File: src/rtl/button_event_pkg.sv
// Shared state encoding and default clock-derived delays for the button
// event chain, so the debouncer and every button_event instance agree.
package button_event_pkg;

  typedef enum logic [1:0] {
    ST_IDLE   = 2'd0,
    ST_HELD   = 2'd1,
    ST_REPEAT = 2'd2
  } state_t;

  // Defaults assume a 50 MHz system clock.
  localparam int DEFAULT_LONG_DELAY    = 50_000_000;
  localparam int DEFAULT_REPEAT_PERIOD = 10_000_000;
  localparam int DEFAULT_CNT_W         = 26;

endpackage

File: src/rtl/button_event_hold.sv
// Hold timer: free counter with synchronous clear, count enable and a
// terminal compare that flags the cycle in which the count reaches it.
module hold_timer #(
  parameter int CNT_W = 26
) (
  input  logic             clock,
  input  logic             reset_n,
  input  logic             clear,
  input  logic             run,
  input  logic [CNT_W-1:0] terminal,
  output logic             hit
);

  logic [CNT_W-1:0] count;

  always_ff @(posedge clock or negedge reset_n) begin
    if (!reset_n) begin
      count <= '0;
    end else if (clear) begin
      count <= '0;
    end else if (run) begin
      count <= count + CNT_W'(1);
    end
  end

  assign hit = run && (count == terminal);

endmodule

File: src/rtl/button_event.sv
// Turns a debounced button level into single-cycle press, release,
// long-press and auto-repeat pulses plus a registered held level.
module button_event
  import button_event_pkg::*;
#(
  parameter int LONG_DELAY    = DEFAULT_LONG_DELAY,
  parameter int REPEAT_PERIOD = DEFAULT_REPEAT_PERIOD,
  parameter int CNT_W         = DEFAULT_CNT_W
) (
  input  logic clock,
  input  logic reset_n,
  input  logic clean,
  input  logic enable,
  output logic press,
  // release and repeat are reserved words, hence the _pulse suffix
  output logic release_pulse,
  output logic long_press,
  output logic repeat_pulse,
  output logic held
);

  localparam logic [CNT_W-1:0] LONG_TERM   = CNT_W'(LONG_DELAY - 1);
  localparam logic [CNT_W-1:0] REPEAT_TERM = CNT_W'(REPEAT_PERIOD - 1);

  state_t           state;
  state_t           next_state;
  logic             prev_clean;
  logic             rise;
  logic             fall;
  logic             press_next;
  logic             release_next;
  logic             long_next;
  logic             repeat_next;
  logic             timer_clear;
  logic             timer_run;
  logic             timer_hit;
  logic [CNT_W-1:0] timer_terminal;

  assign rise           = clean & ~prev_clean;
  assign fall           = ~clean & prev_clean;
  assign timer_terminal = (state == ST_REPEAT) ? REPEAT_TERM : LONG_TERM;

  hold_timer #(
    .CNT_W (CNT_W)
  ) u_hold_timer (
    .clock    (clock),
    .reset_n  (reset_n),
    .clear    (timer_clear),
    .run      (timer_run),
    .terminal (timer_terminal),
    .hit      (timer_hit)
  );

  always_comb begin
    next_state   = state;
    press_next   = 1'b0;
    release_next = 1'b0;
    long_next    = 1'b0;
    repeat_next  = 1'b0;
    timer_clear  = 1'b0;
    timer_run    = 1'b0;
    if (!enable) begin
      next_state  = ST_IDLE;
      timer_clear = 1'b1;
    end else begin
      case (state)
        ST_IDLE: begin
          timer_clear = 1'b1;
          if (rise) begin
            press_next = 1'b1;
            next_state = ST_HELD;
          end
        end
        // A fall always wins over a threshold hit in the same cycle.
        ST_HELD: begin
          timer_run = 1'b1;
          if (fall) begin
            release_next = 1'b1;
            timer_clear  = 1'b1;
            next_state   = ST_IDLE;
          end else if (timer_hit) begin
            long_next   = 1'b1;
            timer_clear = 1'b1;
            next_state  = ST_REPEAT;
          end
        end
        ST_REPEAT: begin
          timer_run = 1'b1;
          if (fall) begin
            release_next = 1'b1;
            timer_clear  = 1'b1;
            next_state   = ST_IDLE;
          end else if (timer_hit) begin
            repeat_next = 1'b1;
            timer_clear = 1'b1;
          end
        end
        default: begin
          timer_clear = 1'b1;
          next_state  = ST_IDLE;
        end
      endcase
    end
  end

  // prev_clean resets high so a button held through reset is not a press.
  always_ff @(posedge clock or negedge reset_n) begin
    if (!reset_n) begin
      state         <= ST_IDLE;
      prev_clean    <= 1'b1;
      press         <= 1'b0;
      release_pulse <= 1'b0;
      long_press    <= 1'b0;
      repeat_pulse  <= 1'b0;
      held          <= 1'b0;
    end else begin
      state         <= next_state;
      prev_clean    <= clean;
      press         <= press_next;
      release_pulse <= release_next;
      long_press    <= long_next;
      repeat_pulse  <= repeat_next;
      held          <= (next_state != ST_IDLE);
    end
  end

endmodule

File: config.mk
export PLATFORM = sky130hd
export DESIGN_NAME = button_event
export DESIGN_NICKNAME = d
export VERILOG_FILES = /design/src/rtl/button_event_pkg.sv /design/src/rtl/button_event_hold.sv /design/src/rtl/button_event.sv
export SDC_FILE = /design/constraint.sdc
export NUM_CORES = 1
export LEC_CHECK = 0
export BUFFER_PORTS_ARGS = -buffer_cell sky130_fd_sc_hd__buf_2
export CAP_MARGIN = 10
export CORE_UTILIZATION = 60
export DETAILED_ROUTE_END_ITERATION = 8
export GPL_TIMING_DRIVEN = 0
export PLACE_DENSITY = 0.88
export SYNTH_ARGS = -nofsm -noshare
export SYNTH_HDL_FRONTEND = slang
export SYNTH_HIERARCHICAL = 1
export SYNTH_SLANG_ARGS = --single-unit
File: constraint.sdc
create_clock -name clock -period 6.1 [get_ports clock]
set_clock_uncertainty 0.1 [all_clocks]
set_input_delay 0.305 -clock clock [delete_from_list [all_inputs] [get_ports clock]]
set_output_delay 0.305 -clock clock [all_outputs]
set_load 0.01 [all_outputs]
; Word level (Yosys, flattened, before mapping)
; Cells that the tools add are included.
[word_totals]
wordCells = 47
register_bits = 34
[classes]
mux = 26
bitwise = 4
eq_ne = 3
n_addsub = 1
reduce_logical = 5
[ops]
columns = op, count
row1 = two-way mux 26 bit, 3
row2 = adder 26 x 1 -> 26 bit (second input constant), 1
row3 = equality test 26 bit, 1
row4 = two-way mux 1 bit, 17
row5 = two-way mux 2 bit, 5
row6 = one-hot mux 2 bit (3 select lines), 1
row7 = nonzero test 2 bit, 2
row8 = AND 1 bit, 2
row9 = equality test 2 x 1 -> 1 bit (second input constant), 1
row10 = equality test 2 bit (second input constant), 1
row11 = zero test 2 bit, 1
row12 = NOT 1 bit, 2
row13 = OR reduction 2 bit, 1
row14 = logical AND 1 bit, 1

; Depth between registers and ports, before layout
; Gate-level depths: netlist of the first run.
[depth]
word_depth = 10
ltp_mapped = 14
depth_no_buf = 12

; Modules after synthesis
; The synthesis of the first run kept the hierarchy.
[modules_own_cells]
columns = mod, cells_each, area_each_um2, instances
row1 = hold_timer, 185, 1704.1, 1
row2 = button_event, 41, 454.2, 1

; Worst setup path after synthesis of the first run
; Ideal clock, no wire load.
[synth_path]
kind = reg-to-reg
start = reg state[0]
end = reg u_hold_timer.count[22]
arrival_time_ps = 3454
path_buffers = 2
path_stages_with_launch = 15
setup_time_ps = 78
synth_period_minus_slack_ps = 3633
path_slack_ps = 2467
path_cell_list = dfrtp_1 inv_1 ha_1 and2_1 buf_2 inv_1 nor4_1 nand4_1 nor4_1 nand3b_1 clkbuf_1 o2111a_1 nand4_1 or4_1 a21oi_1
[synth_via]
elab_chain_len = 10
[synth_lines]
columns = element, line
row1 = from (decl), button_event.sv:25  ; state_t state;
row2 = from (signal assigned), button_event.sv:117  ; state <= next_state;
row3 = equality test 2 bit / equality test 2 x 1 -> 1 bit (equally long branches), button_event.sv:66  ; case (state)
row4 = OR reduction 2 bit (no source line) *, -
row5 = two-way mux 1 bit *, button_event.sv:66
row6 = two-way mux 1 bit *, button_event.sv:62  ; if (!enable) begin
row7 = named net timer_run, button_event.sv:35  ; logic timer_run;
row8 = logical AND 1 bit *, button_event_hold.sv:26  ; assign hit = run && (count == terminal);
row9 = named net timer_hit, button_event.sv:36  ; logic timer_hit;
row10 = two-way mux 1 bit *, "button_event.sv:81, button_event.sv:93"
row11 = two-way mux 1 bit *, button_event.sv:89  ; if (fall) begin
row12 = two-way mux 1 bit *, -
row13 = two-way mux 1 bit *, button_event.sv:62
row14 = named net timer_clear, button_event.sv:34  ; logic timer_clear;
row15 = two-way mux 26 bit / nonzero test 2 bit (equally long branches), -
row16 = to (signal assigned), button_event_hold.sv:22  ; count <= count + CNT_W'(1);
row17 = to (decl), button_event_hold.sv:14  ; logic [CNT_W-1:0] count;
; Mark *: on every way through the listed nets, which the timed path passes. The rest lies on a longest branch.
; A chain may end at the register's enable or synchronous reset.

; Final worst setup path of the first run
[layout_path]
start = reg state[0]
end = reg u_hold_timer.count[19]
; The elaborated chain is that of the path after synthesis.

==> run summary, run 1 <==
status: complete, no violations
final hold viol count: 0
Die ar.: 0.00384 mm2
Reg-to-Reg Start: state[0]
Slew Limit Fails: 0
share of layout cells above drive strength 1: 13.1%
Vias per Instance: 5.94
drt total wl: 4.52 mm
routed length per placed instance: 14.8 um
nets@finish: 269
Register Area: 852 um2
Mapped Cells: 226
CTS clk-pin slew, worst paths: 110 ps
die height: 62.0 um
cell taking the most area after synthesis: dfrtp_1
drt first pass iters: 4
reg2reg path depth: 14
Synth cell types: 47
core area: 0.00339 mm2
share of the synthesized area in the top cell type: 38.3%
Worst EP required: 6220 ps
placed cell areas: 0.00232 mm2
initial antenna violation count: 0
Tot Pwr: 376 uW
Final Instance Area: 0.00238 mm2
CTS tree: built
Synth-to-Final Area Change: 10.4%
Crit path max-delay family: simple AND/OR/NAND/NOR gates
crit path buf inv count: 4
post-layout min period: 4530 ps
sequential-to-total area share from yosys stat: 39.5%
Synth top cells by count: dfrtp_1, nor2_1, xor2_1
num rows: 21
Setup TNS: 0 ps
Hold Crit Depth: 3
H-tree lvl count: 2
syn_area_per_cell: 9.55 um2
post-synthesis register bit count: 34
mapped cell area: 0.00216 mm2
GR Overflow Total: 0
WHS Endpoint: repeat_pulse
Clock Path Buffers: 2
Peak VDD IR: 0.100 mV
Inserted Clock Buffers: 5
Setup WS post-layout: 1570 ps
Crit Path Max Fanout: 10
Ports: 9
Post-synth EDFFs: 0
RSZ-0062 raised after global routing: no
Post-DP HPWL: 3.26 mm
Pwr Density: 158 mW/mm2
via count: 1811
CP peak stage delay: 680 ps
pre-CTS setup slack: 1650 ps
Post-CTS Setup Inserts: 0
IO Port Bufs: 8
count leader, synth: dfrtp_1
WS Path Type: register to register
Worst-Skew Late Latency: 340 ps
CP max-delay cell: nor4_1
CP most frequent cell: nor4_1
Max-cap violations: 0
crit path DAT: 4650 ps
number of routed nets with antenna violations: 0
Syn. warnings: 6
Reg2Reg Setup Slack: 1570 ps
hold path start: enable
Slew @ Worst Pin: 740 ps
Leakage Power: 0.000995 uW
Slew headroom: 50.2%
Period Utilization, post-route: 74.2%
Max Clock Freq: 221 MHz
crit-path cells: inv_1 -> ha_1 -> and2_1 -> buf_2 -> inv_1 -> nor4_1 -> nand4_1 -> nor4_1 -> nand3b_1 -> clkbuf_1 -> nor2_1 -> nor4_1 -> nand3_1 -> mux2_2
DRC viols: 0
Fillers: 260
Hold WC Path Type: primary input to register
Post-synth ARST share: 100%
GRT Total Usage: 26.1%
# setup viols final: 0
ranking of synthesized cells by area: dfrtp_1, xor2_1, xnor2_1
Initial DRC Count: 174
clk root buf: clkbuf_4
critical path endpoint category: register
clock tree sinks: 34
initial core utilization: 63.7%
largest net degree at the start of global routing: 35
ANT cells: 0
top_reg_cell synth: dfrtp_1
GP Congestion: 0.939
first-pass GRT wire length: 7.12 mm
vias in the first global route: 1619
Die W: 62.0 um
FF-to-FF End: u_hold_timer/count[19]
Startpoint Class: register
CTS resizes: 0
area of the multi-input gates: 0.00131 mm2
## cells by family (layout without fill, tap and decap cells)
logic type | Yosys count | after routing | synth area share (%)
AOI/OAI and AO/OA | 32 | 32 | 10.7
and+or+nand+nor | 96 | 96 | 26.1
DFF | 34 | 34 | 39.5
buffers and inverters | 14 | 31 | 2.61
other | 2 | 18 | 0.348
muxes | 3 | 3 | 1.51
adders and majority gates | 6 | 6 | 3.48
xor gates and xnor gates | 39 | 39 | 15.8
## metrics by stage
stage	std cells	hold WS [ps]	utilization [%]
3_5_place_dp	296	307	68.3
5_1_grt	305	127	70.3
6_report	305	126	70.3
4_1_cts	305	125	70.3
2_1_floorplan	242	-90.6	-
3_3_place_gp	296	314	68.3
## tightest hold or removal path, cell delays in order
cell and delay [ps]:
buf_2 120, nand3_1 80, nor2_1 40
## routing by layer
metal	GRT usage (%)	wire, um
met2	41.2	2150
met5	0	0
met3	5.59	279
met4	11.1	106
met1	34.6	1980
## placed cells by master, fill, tap and decap left out, types with 3 or more instances in the layout
cell type	n
inv_1	5
clkbuf_4	5
nand4_1	12
and4_1	5
nand3_1	11
o21ai_0	7
or3_1	4
a21oi_1	10
dfrtp_1	33
conb_1	18
xnor2_1	18
nor2_1	22
xor2_1	21
nor2b_1	4
clkbuf_1	4
nor4_1	10
o31ai_1	3
buf_2	11
ha_1	6
or4_1	3
nand2_1	8
## power breakdown
part           switching, uW  total (uW)  internal (uW)
combinational           20.9        32.9           12.0
clock                   73.1         114           41.4
sequential              1.51         229            227
## flip-flops by register name (all words and copies together) (netlist names)
name and cells:
prev_clean 1, held 1, release_pulse 1, long_press 1, state 2, press 1
u_hold_timer/count 26, repeat_pulse 1
## final cells by class
class / instances / area share (%)
Sequential cell: 34 / 35.7
Buffer: 9 / 1.57
Inverter: 5 / 0.787
Timing Repair Buffer: 10 / 2.52
Multi-Input combinational cell: 194 / 55.0
Tap cell: 46 / 2.41
Clock buffer: 5 / 1.57
Clock inverter: 2 / 0.420
## worst max path at each step
stage,from,endpoint,slack [ps],cells after the start
floorplan,state[0],u_hold_timer/count[22],2470,14
global placement,state[0],u_hold_timer/count[19],1700,14
detailed placement,state[0],u_hold_timer/count[19],1650,14
CTS,state[0],u_hold_timer/count[19],1630,14
global route,state[0],u_hold_timer/count[19],1190,14
finish,state[0],u_hold_timer/count[19],1570,14
## timing repair
action | 4_1_cts | 5_1_grt
setup endpoints to repair | 0 | 0
hold buffers | 2 | 0
endpoints found under the hold margin | 34 | 0
No activity file was read; power rests on OpenSTA's default activity.
==> run 2, diff against run 1 <==
clock period = 4.5 ns   (was 6.1 ns; I/O delays follow)
==> run 2 against run 1 <==
Hold slack got worse by 81 ps. Clock-buffer cell count unchanged. Global-route usage did not move. Register-to-register slack got worse by 1300 ps. Flip-flop and latch count unchanged. Combinational power grew 36%.
==> run summary, run 2 (synthesis results as in run 1) <==
Max-cap violations: 0 (unchanged)
share of layout cells above drive strength 1: 14.0% (+0.83 points)
end-of-flow core utilization: 70.8% (+0.52 points)
commonest cells after routing, fill and taps aside: dfrtp_1, nor2_1, xor2_1
post-layout min period: 4210 ps (-322 ps)
num rows: 21 (unchanged)
WHS: 45.3 ps (-81.1 ps)
routed length per placed instance: 15.2 um (+2.3%)
reg2reg path depth: 13 (-1)
nets@finish: 268 (-0.37%)
Leakage Power: 0.00101 uW (+1.2%)
DRC viols: 0 (unchanged)
Reg-to-Reg Start: state[0]
drt first pass iters: 4 (unchanged)
Slew Limit Fails: 0 (unchanged)
hold path start: enable
first-pass GRT wire length: 7.12 mm (unchanged)
Ports: 9 (unchanged)
sequential share of power: 60.8% (about the same)
met1 WL: 2.04 mm (+2.7%)
Net Sw Frac: 25.4% (about the same)
Hold WC Path Type: primary input to register
most common cell after layout, fill and taps aside: dfrtp_1
Peak VDD IR: 0.136 mV (+36%)
WL met2: 2.21 mm (+2.8%)
number of routed nets with antenna violations: 0 (unchanged)
# setup viols final: 0 (unchanged)
die height: 62.0 um (unchanged)
clk root buf: clkbuf_4
initial antenna violation count: 0 (unchanged)
ANT cells: 0 (unchanged)
Slew @ Worst Pin: 748 ps (+8.17 ps)
Initial DRC Count: 154 (-11%)
largest reg by FF count: u_hold_timer/count
Final Instance Area: 0.00240 mm2 (+0.73%)
Setup TNS: 0 ps (unchanged)
RSZ-0062 raised after global routing: no
Slew headroom: 50.1% (-0.090 points)
Hold Crit Depth: 3 (unchanged)
Top Metal Used: met4
core area: 0.00339 mm2 (unchanged)
critical path endpoint category: register
WHS Endpoint: repeat_pulse
vias in the first global route: 1619 (unchanged)
via count: 1823 (+0.66%)
GP Congestion: 0.939 (unchanged)
Clock Path Buffers: 2 (unchanged)
Die ar.: 0.00384 mm2 (unchanged)
IO Port Bufs: 8 (unchanged)
largest net degree at the start of global routing: 35 (unchanged)
FF-to-FF End: u_hold_timer/count[22]
Startpoint Class: register
DR WL met3: 266 um (-4.7%)
final hold viol count: 0 (unchanged)
Cell Int Power: 380 uW (+36%)
Inserted Clock Buffers: 5 (unchanged)
Reg2Reg Setup Slack: 290 ps (-1280 ps)
CTS tree: built
part of the power in the clock network: 30.4% (about the same)
H-tree lvl count: 2 (unchanged)
Period Utilization, post-route: 93.5% (+19 points)
Die W: 62.0 um (unchanged)
Worst-Skew Late Latency: 340 ps (about the same)
Synth-to-Final Area Change: 11.2%
WS Path Type: register to register
CTS clk-pin slew, worst paths: 110 ps (about the same)
initial core utilization: 63.7% (unchanged)
NetSw: 129 uW (+35%)
Post-DP HPWL: 3.26 mm (unchanged)
drt total wl: 4.61 mm (+1.9%)
Max Clock Freq: 238 MHz (+7.6%)
Combinational Power Share: 8.8% (about the same)
Crit Path Max Fanout: 10 (unchanged)
largest registers: u_hold_timer/count x26, state x2
status: complete, no violations
Vias per Instance: 6.00 (+0.99%)
crit path DAT: 4380 ps (-270 ps)
clock tree sinks: 34 (unchanged)
Largest register FFs: 26 (unchanged)
GR Overflow Total: 0 (unchanged)
GRT Total Usage: 26.1% (unchanged)
placed cell areas: 0.00232 mm2 (unchanged)
Pwr Density: 212 mW/mm2 (+35%)
Worst EP required: 4670 ps (-1550 ps)
run 2: layer usage:
layer | global-route usage [%] | vias to the layer above
met1 | 34.6 | 886
li1 | - | 859
met5 | 0 | -
met2 | 41.2 | 62
met4 | 11.1 | 0
met3 | 5.59 | 16
run 2: worst max path at each step:
stage	from	endpoint	slack (ps)
2_1_floorplan	state[0]	u_hold_timer/count[22]	870
6_report	state[0]	u_hold_timer/count[22]	290
3_5_place_dp	state[0]	u_hold_timer/count[19]	50
3_3_place_gp	state[0]	u_hold_timer/count[19]	100
5_1_grt	state[0]	u_hold_timer/count[22]	40
4_1_cts	state[0]	u_hold_timer/count[19]	30
run 2: critical path: stages, from the launching register on:
cell and delay [ps]:
dfrtp_1 460, inv_1 100, ha_1 290, and2_1 150
buf_2 250, inv_1 120, nor4_1 360, nand4_1 210
nor4_4 430, nand3b_1 340, o2111a_1 400, nand4_1 240
or4_1 520, a21oi_1 170
run 2: final cells by class:
class                   count  area (um2)
repair buffers             10        60.1
inverters                   5        18.8
multi-input cells         194        1330
plain buffers               8        33.8
well taps                  46        57.6
flip-flops and latches     34         852
clock buffers               5        37.5
fillers                   257         988
clock inverters             2        10.0
run 2: timing repair:
| action | CTS | global route |
|---|---|---|
| hold endpoints to repair | 34 | 0 |
| resized for setup | 0 | 3 |
| hold buffers | 2 | 0 |
| setup buffers | 0 | 0 |
| setup endpoints to repair | 0 | 19 |
run 2: power groups by stage:
stage	clock network [uW]	registers (uW)	logic, uW
floorplan	0	317	27.0
global placement	0	316	42.1
detailed placement	0	316	42.9
CTS	159	310	44.3
global route	172	311	50.6
finish	155	310	44.8
run 2: per-stage QoR:
step,worst slack [ps],total power [uW],cells
3_5_place_dp,47.2,359,296
2_1_floorplan,867,344,242
3_3_place_gp,101,358,296
4_1_cts,26.8,514,305
5_1_grt,36.9,533,304
6_report,293,510,304
==> run 3, diff against run 2 <==
CELL_PAD_IN_SITES_DETAIL_PLACEMENT = 0   (was unset)
CELL_PAD_IN_SITES_GLOBAL_PLACEMENT = 1   (was unset)
CORE_UTILIZATION = 48   (was 60)
PLACE_DENSITY = 0.89   (was 0.88)
==> run 3 against run 2 <==
Critical path depth did not move. Sequential share of layout area down 1.0 points. Die area is 24% higher. Utilization decreased by 14 points. Non-clock buffer count unchanged. Via count is 5.2% lower. Largest cell class unchanged.
==> run summary, run 3 (synthesis results as in run 1) <==
Peak VDD IR: 0.105 mV (-23%)
CP peak stage delay: 510 ps (about the same)
routed length per placed instance: 15.1 um (-0.45%)
IO Port Bufs: 8 (unchanged)
GRT Total Usage: 21.0% (-5.1 points)
initial antenna violation count: 0 (unchanged)
Crit Path Max Fanout: 10 (unchanged)
critical path endpoint category: register
Die W: 69.1 um (+11%)
WHS: 119 ps (+73.5 ps)
share of layout cells above drive strength 1: 14.3% (+0.33 points)
Initial DRC Count: 84 (-45%)
Fillers: 387 (+51%)
Pwr Density: 249 mW/mm2 (+17%)
ANT cells: 0 (unchanged)
Reg-to-Reg Start: state[0]
Inserted Clock Buffers: 5 (unchanged)
RSZ-0062 raised after global routing: no
most common cell after layout, fill and taps aside: dfrtp_1
hold path start: enable
CP max-delay cell: or4_1
final hold viol count: 0 (unchanged)
largest registers: u_hold_timer/count x26, state x2
CTS tree: built
NetSw: 137 uW (+6.0%)
number of routed nets with antenna violations: 0 (unchanged)
WS Path Type: register to register
core area: 0.00432 mm2 (+28%)
GP Congestion: 0.885 (-5.7%)
Combinational Power Share: 7.2% (-1.6 points)
clock tree sinks: 34 (unchanged)
Period Utilization, post-route: 92.0% (-1.4 points)
Post-DP HPWL: 3.35 mm (+2.7%)
drt total wl: 4.69 mm (+1.8%)
part of the power in the clock network: 42.4% (+12 points)
nets@finish: 268 (unchanged)
crit path DAT: 4250 ps (-130 ps)
Post-CTS Setup Inserts: 0 (unchanged)
Hold WC Path Type: primary input to register
Max-cap violations: 0 (unchanged)
largest net degree at the start of global routing: 35 (unchanged)
Vias per Instance: 5.56 (-7.3%)
crit-path cells: inv_1 -> ha_1 -> and2_1 -> buf_2 -> inv_1 -> nor4_1 -> nand4_1 -> nor4_4 -> nand3b_1 -> o2111a_1 -> nand4_1 -> or4_1 -> a21oi_1
initial core utilization: 49.9% (-14 points)
drt first pass iters: 4 (unchanged)
status: complete, no violations
first-pass GRT wire length: 8.01 mm (+13%)
Clock Path Buffers: 2 (unchanged)
post-layout min period: 4140 ps (-65.0 ps)
Startpoint Class: register
Slew @ Worst Pin: 773 ps (+24.9 ps)
DRC viols: 0 (unchanged)
Net Sw Frac: 22.3% (-3.1 points)
Max Clock Freq: 241 MHz (+1.6%)
Crit path max-delay family: simple AND/OR/NAND/NOR gates
sequential share of power: 50.4% (-10 points)
Worst EP required: 4600 ps (-70 ps)
Ports: 9 (unchanged)
Synth-to-Final Area Change: 14.5%
largest reg by FF count: u_hold_timer/count
Leakage Power: 0.00103 uW (+2.7%)
clk root buf: clkbuf_8
CP startpoint: state[0]
Slew Limit Fails: 0 (unchanged)
end-of-flow core utilization: 57.1% (-14 points)
vias in the first global route: 1640 (+1.3%)
GR Overflow Total: 0 (unchanged)
crit path buf inv count: 3 (unchanged)
num rows: 24 (+14%)
Die ar.: 0.00477 mm2 (+24%)
Slew headroom: 48.5% (-1.7 points)
Worst-Skew Late Latency: 280 ps (-60 ps)
via count: 1728 (-5.2%)
CTS clk-pin slew, worst paths: 70 ps (-40 ps)
commonest cells after routing, fill and taps aside: dfrtp_1, nor2_1, xor2_1
# setup viols final: 0 (unchanged)
die height: 69.1 um (+11%)
H-tree lvl count: 2 (unchanged)
Largest register FFs: 26 (unchanged)
Cell Int Power: 479 uW (+26%)
[run 3: cell count changes in the layout (fill, tap and decap cells not counted)]
cell	previous run	this run
clkbuf_4	5	0
clkbuf_8	0	8
clkinv_2	2	0
[run 3: power groups by stage]
stage,clock network [uW],registers [uW],logic [uW]
after global placement,0,316,42.4
final,261,310,44.3
after CTS,271,310,44.6
after floorplan,0,317,27.0
after detailed placement,0,316,42.7
after global routing,284,311,51.1
[run 3: cell type report]
| cell class | count | area [um2] | share of cell area [%] |
|---|---|---|---|
| plain buffers | 8 | 33.8 | 1.37 |
| clock buffers | 8 | 110 | 4.46 |
| inverters | 5 | 18.8 | 0.759 |
| multi-input cells | 194 | 1330 | 53.9 |
| flip-flops and latches | 34 | 852 | 34.5 |
| well taps | 52 | 65.1 | 2.63 |
| repair buffers | 10 | 60.1 | 2.43 |
[run 3: worst paths after layout]
check	to	slack [ps]	cells after the start
max in group asynchronous	u_hold_timer/count[12]	3350	2
min in group asynchronous	u_hold_timer/count[2]	450	2
worst max-delay path	u_hold_timer/count[22]	360	13
worst max register to register	u_hold_timer/count[22]	360	13
worst min-delay path	repeat_pulse	120	3
worst min register to register	u_hold_timer/count[24]	510	2
[run 3: worst register-to-register path, cell delays in order, from the launching register on]
cell	delay (ps)
dfrtp_1	460
inv_1	90
ha_1	280
and2_1	140
buf_2	240
inv_1	100
nor4_1	320
nand4_1	190
nor4_4	430
nand3b_1	370
o2111a_1	420
nand4_1	240
or4_1	520
a21oi_1	140
[run 3: metal layers]
| layer | track usage, % | vias to the layer above | wire (um) |
|---|---|---|---|
| met5 | 0 | - | 0 |
| met4 | 7.48 | 0 | 61 |
| met3 | 2.63 | 6 | 178 |
| met2 | 32.9 | 42 | 2160 |
| met1 | 29.9 | 818 | 2300 |
| li1 | - | 862 | - |
[run 3: metrics by stage]
step / setup slack [ps] / cells / TNS, ps / cell area [um2] / total power [uW]
detailed placement: -154 / 302 / -185 / 2320 / 359
floorplan: 867 / 242 / 0 / 2220 / 344
global placement: -132 / 302 / -132 / 2320 / 359
finish: 358 / 311 / 0 / 2470 / 616
global route: 62.8 / 311 / 0 / 2470 / 645
CTS: 122 / 312 / 0 / 2470 / 626
[run 3: what timing repair did]
action                                 CTS  global route
setup endpoints to repair                4             4
hold buffers                             2             0
endpoints found under the hold margin   34             0
gates resized for setup                  2             1
